## src/rtl/vme_bus_initiator_if.sv

```systemverilog
// Bundle of the local command/response handshake and the VME-style register-bank bus
// used by vme_bus_initiator (master side) and by bank models or consumers (slave side).
interface vme_bus_initiator_if #(
    parameter int ADDR_W = 18
);
    logic                cmd_valid;
    logic                cmd_ready;
    logic                cmd_we;
    logic [ADDR_W-1:0]   cmd_addr;
    logic [31:0]         cmd_wdata;
    logic                rsp_valid;
    logic                rsp_ready;
    logic [31:0]         rsp_rdata;
    logic [1:0]          rsp_status;
    logic                busy;
    logic [ADDR_W+1:2]   VMEAddr;
    logic [31:0]         VMEWrData;
    logic                VMERdMem;
    logic                VMEWrMem;
    logic [31:0]         VMERdData;
    logic                VMERdDone;
    logic                VMEWrDone;
    logic                VMERdError;
    logic                VMEWrError;

    modport master (
        input  cmd_valid, cmd_we, cmd_addr, cmd_wdata, rsp_ready,
        input  VMERdData, VMERdDone, VMEWrDone, VMERdError, VMEWrError,
        output cmd_ready, rsp_valid, rsp_rdata, rsp_status, busy,
        output VMEAddr, VMEWrData, VMERdMem, VMEWrMem
    );

    modport slave (
        output cmd_valid, cmd_we, cmd_addr, cmd_wdata, rsp_ready,
        output VMERdData, VMERdDone, VMEWrDone, VMERdError, VMEWrError,
        input  cmd_ready, rsp_valid, rsp_rdata, rsp_status, busy,
        input  VMEAddr, VMEWrData, VMERdMem, VMEWrMem
    );
endinterface

```

## src/rtl/vme_bus_initiator.sv

```systemverilog
// Single-outstanding initiator: takes one command, fires a one-cycle strobe at the bank,
// waits for done/error/timeout, and hands back a response. All outputs come from registers.
module vme_bus_initiator #(
    parameter int ADDR_W  = 18,
    parameter int TIMEOUT = 255
) (
    input  logic                   Clk,
    input  logic                   Rst,
    vme_bus_initiator_if.master    bus
);
    localparam logic [15:0] TIMEOUT_C = 16'(TIMEOUT);

    typedef enum logic [1:0] {
        ST_IDLE   = 2'd0,
        ST_STROBE = 2'd1,
        ST_WAIT   = 2'd2,
        ST_RESP   = 2'd3
    } state_t;

    state_t              state_r;
    logic [15:0]         cnt_r;
    logic                we_r;
    logic [ADDR_W+1:2]   vme_addr_r;
    logic [31:0]         vme_wdata_r;
    logic                rd_mem_r;
    logic                wr_mem_r;
    logic                cmd_ready_r;
    logic                rsp_valid_r;
    logic                busy_r;
    logic [31:0]         rdata_r;
    logic [1:0]          status_r;
    logic                done_s;
    logic                err_s;

    // Only the completion pair belonging to the current operation is looked at
    always_comb begin
        done_s = 1'b0;
        err_s  = 1'b0;
        if (we_r) begin
            done_s = bus.VMEWrDone;
            err_s  = bus.VMEWrError;
        end else begin
            done_s = bus.VMERdDone;
            err_s  = bus.VMERdError;
        end
    end

    // Transaction sequencer with registered bus and response outputs
    always_ff @(posedge Clk or posedge Rst) begin
        if (Rst) begin
            state_r     <= ST_IDLE;
            cnt_r       <= 16'd0;
            we_r        <= 1'b0;
            vme_addr_r  <= '0;
            vme_wdata_r <= 32'd0;
            rd_mem_r    <= 1'b0;
            wr_mem_r    <= 1'b0;
            cmd_ready_r <= 1'b1;
            rsp_valid_r <= 1'b0;
            busy_r      <= 1'b0;
            rdata_r     <= 32'd0;
            status_r    <= 2'b00;
        end else begin
            case (state_r)
                ST_IDLE: begin
                    if (bus.cmd_valid && cmd_ready_r) begin
                        we_r        <= bus.cmd_we;
                        vme_addr_r  <= bus.cmd_addr;
                        vme_wdata_r <= bus.cmd_wdata;
                        rd_mem_r    <= ~bus.cmd_we;
                        wr_mem_r    <= bus.cmd_we;
                        cmd_ready_r <= 1'b0;
                        busy_r      <= 1'b1;
                        state_r     <= ST_STROBE;
                    end else begin
                        state_r     <= ST_IDLE;
                    end
                end
                ST_STROBE: begin
                    rd_mem_r <= 1'b0;
                    wr_mem_r <= 1'b0;
                    cnt_r    <= TIMEOUT_C;
                    state_r  <= ST_WAIT;
                end
                ST_WAIT: begin
                    // Error beats done in the same cycle; done beats the last timeout cycle
                    if (err_s) begin
                        status_r    <= 2'b01;
                        rdata_r     <= 32'd0;
                        rsp_valid_r <= 1'b1;
                        cnt_r       <= 16'd0;
                        state_r     <= ST_RESP;
                    end else if (done_s) begin
                        status_r    <= 2'b00;
                        rdata_r     <= we_r ? 32'd0 : bus.VMERdData;
                        rsp_valid_r <= 1'b1;
                        cnt_r       <= 16'd0;
                        state_r     <= ST_RESP;
                    end else if (cnt_r == 16'd1) begin
                        status_r    <= 2'b10;
                        rdata_r     <= 32'd0;
                        rsp_valid_r <= 1'b1;
                        cnt_r       <= 16'd0;
                        state_r     <= ST_RESP;
                    end else begin
                        cnt_r       <= cnt_r - 16'd1;
                    end
                end
                ST_RESP: begin
                    if (bus.rsp_ready) begin
                        rsp_valid_r <= 1'b0;
                        rdata_r     <= 32'd0;
                        status_r    <= 2'b00;
                        cmd_ready_r <= 1'b1;
                        busy_r      <= 1'b0;
                        state_r     <= ST_IDLE;
                    end else begin
                        state_r     <= ST_RESP;
                    end
                end
                default: begin
                    rd_mem_r    <= 1'b0;
                    wr_mem_r    <= 1'b0;
                    rsp_valid_r <= 1'b0;
                    cmd_ready_r <= 1'b1;
                    busy_r      <= 1'b0;
                    cnt_r       <= 16'd0;
                    state_r     <= ST_IDLE;
                end
            endcase
        end
    end

    assign bus.cmd_ready  = cmd_ready_r;
    assign bus.rsp_valid  = rsp_valid_r;
    assign bus.rsp_rdata  = rdata_r;
    assign bus.rsp_status = status_r;
    assign bus.busy       = busy_r;
    assign bus.VMEAddr    = vme_addr_r;
    assign bus.VMEWrData  = vme_wdata_r;
    assign bus.VMERdMem   = rd_mem_r;
    assign bus.VMEWrMem   = wr_mem_r;
endmodule
```

## src/flat_wrapper.sv

```systemverilog
// flat-port wrapper written by rule: the top's interface ports become plain ports
module vme_bus_initiator_flat 
#(
    parameter int ADDR_W  = 18,
    parameter int TIMEOUT = 255
)
  (Clk, Rst, bus_cmd_valid, bus_cmd_we, bus_cmd_addr, bus_cmd_wdata, bus_rsp_ready, bus_VMERdData, bus_VMERdDone, bus_VMEWrDone, bus_VMERdError, bus_VMEWrError, bus_cmd_ready, bus_rsp_valid, bus_rsp_rdata, bus_rsp_status, bus_busy, bus_VMEAddr, bus_VMEWrData, bus_VMERdMem, bus_VMEWrMem);
  vme_bus_initiator_if #(.ADDR_W(ADDR_W)) bus_i ();
  input  logic Clk;
  input  logic Rst;
  input wire logic [$bits(bus_i.cmd_valid)-1:0] bus_cmd_valid;
  input wire logic [$bits(bus_i.cmd_we)-1:0] bus_cmd_we;
  input wire logic [$bits(bus_i.cmd_addr)-1:0] bus_cmd_addr;
  input wire logic [$bits(bus_i.cmd_wdata)-1:0] bus_cmd_wdata;
  input wire logic [$bits(bus_i.rsp_ready)-1:0] bus_rsp_ready;
  input wire logic [$bits(bus_i.VMERdData)-1:0] bus_VMERdData;
  input wire logic [$bits(bus_i.VMERdDone)-1:0] bus_VMERdDone;
  input wire logic [$bits(bus_i.VMEWrDone)-1:0] bus_VMEWrDone;
  input wire logic [$bits(bus_i.VMERdError)-1:0] bus_VMERdError;
  input wire logic [$bits(bus_i.VMEWrError)-1:0] bus_VMEWrError;
  output wire logic [$bits(bus_i.cmd_ready)-1:0] bus_cmd_ready;
  output wire logic [$bits(bus_i.rsp_valid)-1:0] bus_rsp_valid;
  output wire logic [$bits(bus_i.rsp_rdata)-1:0] bus_rsp_rdata;
  output wire logic [$bits(bus_i.rsp_status)-1:0] bus_rsp_status;
  output wire logic [$bits(bus_i.busy)-1:0] bus_busy;
  output wire logic [$bits(bus_i.VMEAddr)-1:0] bus_VMEAddr;
  output wire logic [$bits(bus_i.VMEWrData)-1:0] bus_VMEWrData;
  output wire logic [$bits(bus_i.VMERdMem)-1:0] bus_VMERdMem;
  output wire logic [$bits(bus_i.VMEWrMem)-1:0] bus_VMEWrMem;
  assign bus_i.cmd_valid = bus_cmd_valid;
  assign bus_i.cmd_we = bus_cmd_we;
  assign bus_i.cmd_addr = bus_cmd_addr;
  assign bus_i.cmd_wdata = bus_cmd_wdata;
  assign bus_i.rsp_ready = bus_rsp_ready;
  assign bus_i.VMERdData = bus_VMERdData;
  assign bus_i.VMERdDone = bus_VMERdDone;
  assign bus_i.VMEWrDone = bus_VMEWrDone;
  assign bus_i.VMERdError = bus_VMERdError;
  assign bus_i.VMEWrError = bus_VMEWrError;
  assign bus_cmd_ready = bus_i.cmd_ready;
  assign bus_rsp_valid = bus_i.rsp_valid;
  assign bus_rsp_rdata = bus_i.rsp_rdata;
  assign bus_rsp_status = bus_i.rsp_status;
  assign bus_busy = bus_i.busy;
  assign bus_VMEAddr = bus_i.VMEAddr;
  assign bus_VMEWrData = bus_i.VMEWrData;
  assign bus_VMERdMem = bus_i.VMERdMem;
  assign bus_VMEWrMem = bus_i.VMEWrMem;
  vme_bus_initiator #(.ADDR_W(ADDR_W), .TIMEOUT(TIMEOUT)) u_core (.Clk(Clk), .Rst(Rst), .bus(bus_i));
endmodule
```

## config.mk

```make
export PLATFORM = sky130hd
export DESIGN_NAME = vme_bus_initiator_flat
export DESIGN_NICKNAME = d
export VERILOG_FILES = /design/src/rtl/vme_bus_initiator_if.sv /design/src/rtl/vme_bus_initiator.sv /design/src/flat_wrapper.sv
export SDC_FILE = /design/constraint.sdc
export NUM_CORES = 1
export LEC_CHECK = 0
export ABC_AREA = 0
export ABC_CLOCK_PERIOD_IN_PS = 4600
export BUFFER_PORTS_ARGS = -buffer_cell sky130_fd_sc_hd__buf_4
export CORE_ASPECT_RATIO = 0.9
export CORE_UTILIZATION = 54
export CTS_CLUSTER_DIAMETER = 50
export DETAILED_ROUTE_END_ITERATION = 12
export PLACE_DENSITY = 0.92
export SLEW_MARGIN = 20
export SYNTH_ARGS = -nofsm -noshare
export SYNTH_HDL_FRONTEND = slang
export SYNTH_SLANG_ARGS = --single-unit
```

## constraint.sdc

```tcl
create_clock -name Clk -period 4.6 [get_ports Clk]
set_input_delay 0.46 -clock Clk [delete_from_list [all_inputs] [get_ports Clk]]
set_output_delay 0.46 -clock Clk [all_outputs]
set_load 0.05 [all_outputs]
```

==> flow_summary.toml <==
[power_and_ir_drop]
p_leak_nw = 3.36
ir_drop_mv = 0.312
p_per_area_nw_per_um2 = 439

[detailed_routing]
routed.top_layer = "met4"
drc = 0
route.met3.wl_um = 737
drtAntennaViolNets = 0
wl_met1_um = 4920
wl_met2_um = 6910
avgRoutedWirePerCell_um = 16.1
drtIter0Drc = 184
post_drt_via_cell_ratio = 5.35
num_vias = 4294
drtPass1Iterations = 5
routed_wl_um = 12900

[cells_and_area]
design_area_um2 = 6530
layout.nets = 775
multi_input_area_um2 = 1950
n_antenna_cell = 0
area_growth_pct = 31.6
fin_cells = 802
drive_gt1_frac = 0.316
fillers = 581
regArea_um2 = 2700

[yosys]
postSynthCellCount = 513
ys_top_cells_by_area = "dfrtp_1 54%, nand2_1 14%, mux2i_1 7.1%"
synth-edff-count = 0
synth.distinct_cells = 56
postSynth.asyncResetShare = 1.00
yosys.area.top_type = "dfrtp_1"
synthesis.nets = 610
seq_area_frac_synth = 0.545
synth_ff_type = "dfrtp_1"
syn_avg_cell_area_um2 = 9.67
ys.warnings.count = 0
ys_ff_latch = 108
synth_top_area_share = 0.540
syn_area_um2 = 4960

[floorplanning]
die_w_um = 103
ios = 180
core_area_um2 = 8730
rows = 32
die_h_um = 92.9
initial_core_util = 0.569
die-area_um2 = 9580

[worst_setup_path]
crit_slowest_cell = "nor4_2"
worstPathCellList = "nor4_2 > nand4_4 > a21oi_4 > buf_4 > mux2i_1"
crit_path_max_incr_delay_ns = 0.90
required_ns = 4.89
crit_type = "register to register"
cp_max_fo = 24
crit_arrival_ns = 3.25
end_kind = "register"
cp-start-kind = "register"

[cts]
clkSinkCount = 108
cts.htree.levels = 3
clk_latency_ns = 0.38
numCtsBuffers = 9
clockRootBuffer = "clkbuf_8"
path_clk_slew_ns = 0.12
postCtsSetupRepairBufs = 0
cts_tree = "built"
cts_resized = 0
clockBufferDepth = 2
ctsHoldBuffers = 0

[timing]
setup_viol = 0
skew_ns = 0.0193
tightest_slew_ns = 1.00
max_freq_ghz = 0.339
setup_tns_ns = 0
hold_viol_final = 0
maxSlewHeadroom = 0.328
finalCriticalPeriod_ns = 2.95
period_share = 0.642
rsz0062_at_grt = "false"
drv_slew = 0
fin_ws_ns = 1.65

[place]
place_ws_ns = 1.75
portBuffers = 179
placed_cells = 786
place.gp.congestion = 0.785
dp_hpwl_um = 9350
placed_cell_area_um2 = 6320

[global_routing]
antenna_found_initial = 0
grt_max_degree = 72
grt_overflow = 0
grtUsageTotal = 0.268
grt_pass1_vias = 4107
grt_pass1_wl_um = 19500

[outcome]
outcome = "finished clean"

[hold_path]
hold_class = "primary input to asynchronous set/reset pin"

[run]
maxCapViolations = 0
==> metal layers <==
| metal | GRT usage | vias to the layer above |
|---|---|---|
| li1 | - | 1995 |
| met1 | 0.304 | 2100 |
| met5 | 0 | - |
| met3 | 0.0634 | 33 |
| met2 | 0.488 | 166 |
| met4 | 0.0904 | 0 |
==> cell usage in the layout (no fill, tap or decap), drive strengths merged, types with 2 or more instances in the layout <==
master | Yosys | routed
mux2i | 35 | 35
a211oi | 2 | 2
nor2 | 8 | 8
a22o | 5 | 5
nand2 | 191 | 191
a21oi | 8 | 8
or3 | 3 | 3
nand3 | 6 | 6
mux2 | 2 | 2
o31ai | 9 | 9
nor4b | 3 | 3
nand4 | 6 | 6
nand2b | 2 | 2
buf | 13 | 182
o22a | 2 | 2
nor3 | 8 | 8
ha | 6 | 6
nor3b | 4 | 4
o21ai | 6 | 6
clkbuf | 15 | 9
clkinvlp | 0 | 2
o41ai | 2 | 2
xor2 | 3 | 3
inv | 43 | 47
nor4 | 3 | 3
and2 | 2 | 2
dfrtp | 107 | 107
o22ai | 3 | 3
==> sequential cells by signal, indices dropped and copies added, names as in the netlist <==
register	cells
u_core.bus.VMEAddr	18
u_core.bus.VMERdMem	1
u_core.bus.VMEWrData	32
u_core.bus.VMEWrMem	1
u_core.bus.busy	1
u_core.bus.cmd_ready	1
u_core.bus.rsp_rdata	32
u_core.bus.rsp_status	2
u_core.bus.rsp_valid	1
u_core.cnt_r	16
u_core.state_r	2
u_core.we_r	1
==> logic make-up (layout without fill, tap and decap cells) <==
kind of cell / after synthesis / after routing / synth area share
multiplexers: 37 / 37 / 0.0751
XOR/XNOR: 3 / 3 / 0.00530
adder cells (fa/ha/maj): 6 / 6 / 0.0151
AND/OR/NAND/NOR: 240 / 240 / 0.219
AO/OA/AOI/OAI: 48 / 48 / 0.0721
buffers and inverters: 71 / 241 / 0.0686
flip-flops: 108 / 108 / 0.545
==> synthesized netlist by cell type, drive strengths merged (3+ instances only) <==
cell type / number
nand2: 191
dfrtp: 107
inv: 43
mux2i: 35
clkbuf: 15
buf: 13
o31ai: 9
a21oi: 8
nor2: 8
nor3: 8
ha: 6
nand3: 6
nand4: 6
o21ai: 6
a22o: 5
nor3b: 4
nor4: 3
nor4b: 3
o22ai: 3
or3: 3
xor2: 3
==> metrics by stage <==
step / utilization / hold slack [ns] / total power [W]
finish: 0.748 / 0.258 / 0.00287
global route: 0.748 / 0.251 / 0.00298
CTS: 0.747 / 0.261 / 0.00287
detailed placement: 0.724 / 0.466 / 0.00231
global placement: 0.724 / 0.459 / 0.00227
floorplan: - / 0.486 / 0.00194
==> power breakdown <==
part / switching (W) / leakage, nW / internal, W
logic: 0.000680 / 1.84 / 0.000332
clock network: 0.000354 / 0.0946 / 0.000215
registers: 0.000167 / 1.42 / 0.00112
==> final timing paths <==
path / start / endpoint / slack [ns] / cells past startpoint
worst max-delay path: u_core.cnt_r[4]$_DFFE_PP0P_ / u_core.bus.rsp_rdata[5]$_DFFE_PP0P_ / 1.65 / 5
worst min register to register: u_core.bus.VMEWrData[26]$_DFFE_PP0P_ / u_core.bus.VMEWrData[26]$_DFFE_PP0P_ / 0.49 / 2
worst max register to register: u_core.cnt_r[4]$_DFFE_PP0P_ / u_core.bus.rsp_rdata[5]$_DFFE_PP0P_ / 1.65 / 5
worst min-delay path: Rst / u_core.bus.rsp_rdata[29]$_DFFE_PP0P_ / 0.26 / 2
min in group Clk: bus_cmd_addr[11] / u_core.bus.VMEAddr[13]$_DFFE_PP0P_ / 0.26 / 3
max in group asynchronous: Rst / u_core.cnt_r[3]$_DFFE_PP0P_ / 3.33 / 3
==> layout make-up <==
class / instances / share of cell area
tap: 119 / 0.0228
sequential: 108 / 0.414
timing repair buffer: 182 / 0.209
clock inverter: 7 / 0.0113
clock buffer: 9 / 0.0190
multi-input combinational: 334 / 0.299
inverter: 43 / 0.0251
==> critical path: cells and delay by family, from the launching register on <==
family	cells	cell delay (ns)
buffers and inverters	1	0.46
AO/OA/AOI/OAI	1	0.49
multiplexers	1	0.29
AND/OR/NAND/NOR	2	1.15
flip-flops	1	0.46
Note: power is estimated with default switching activity, not from simulation.
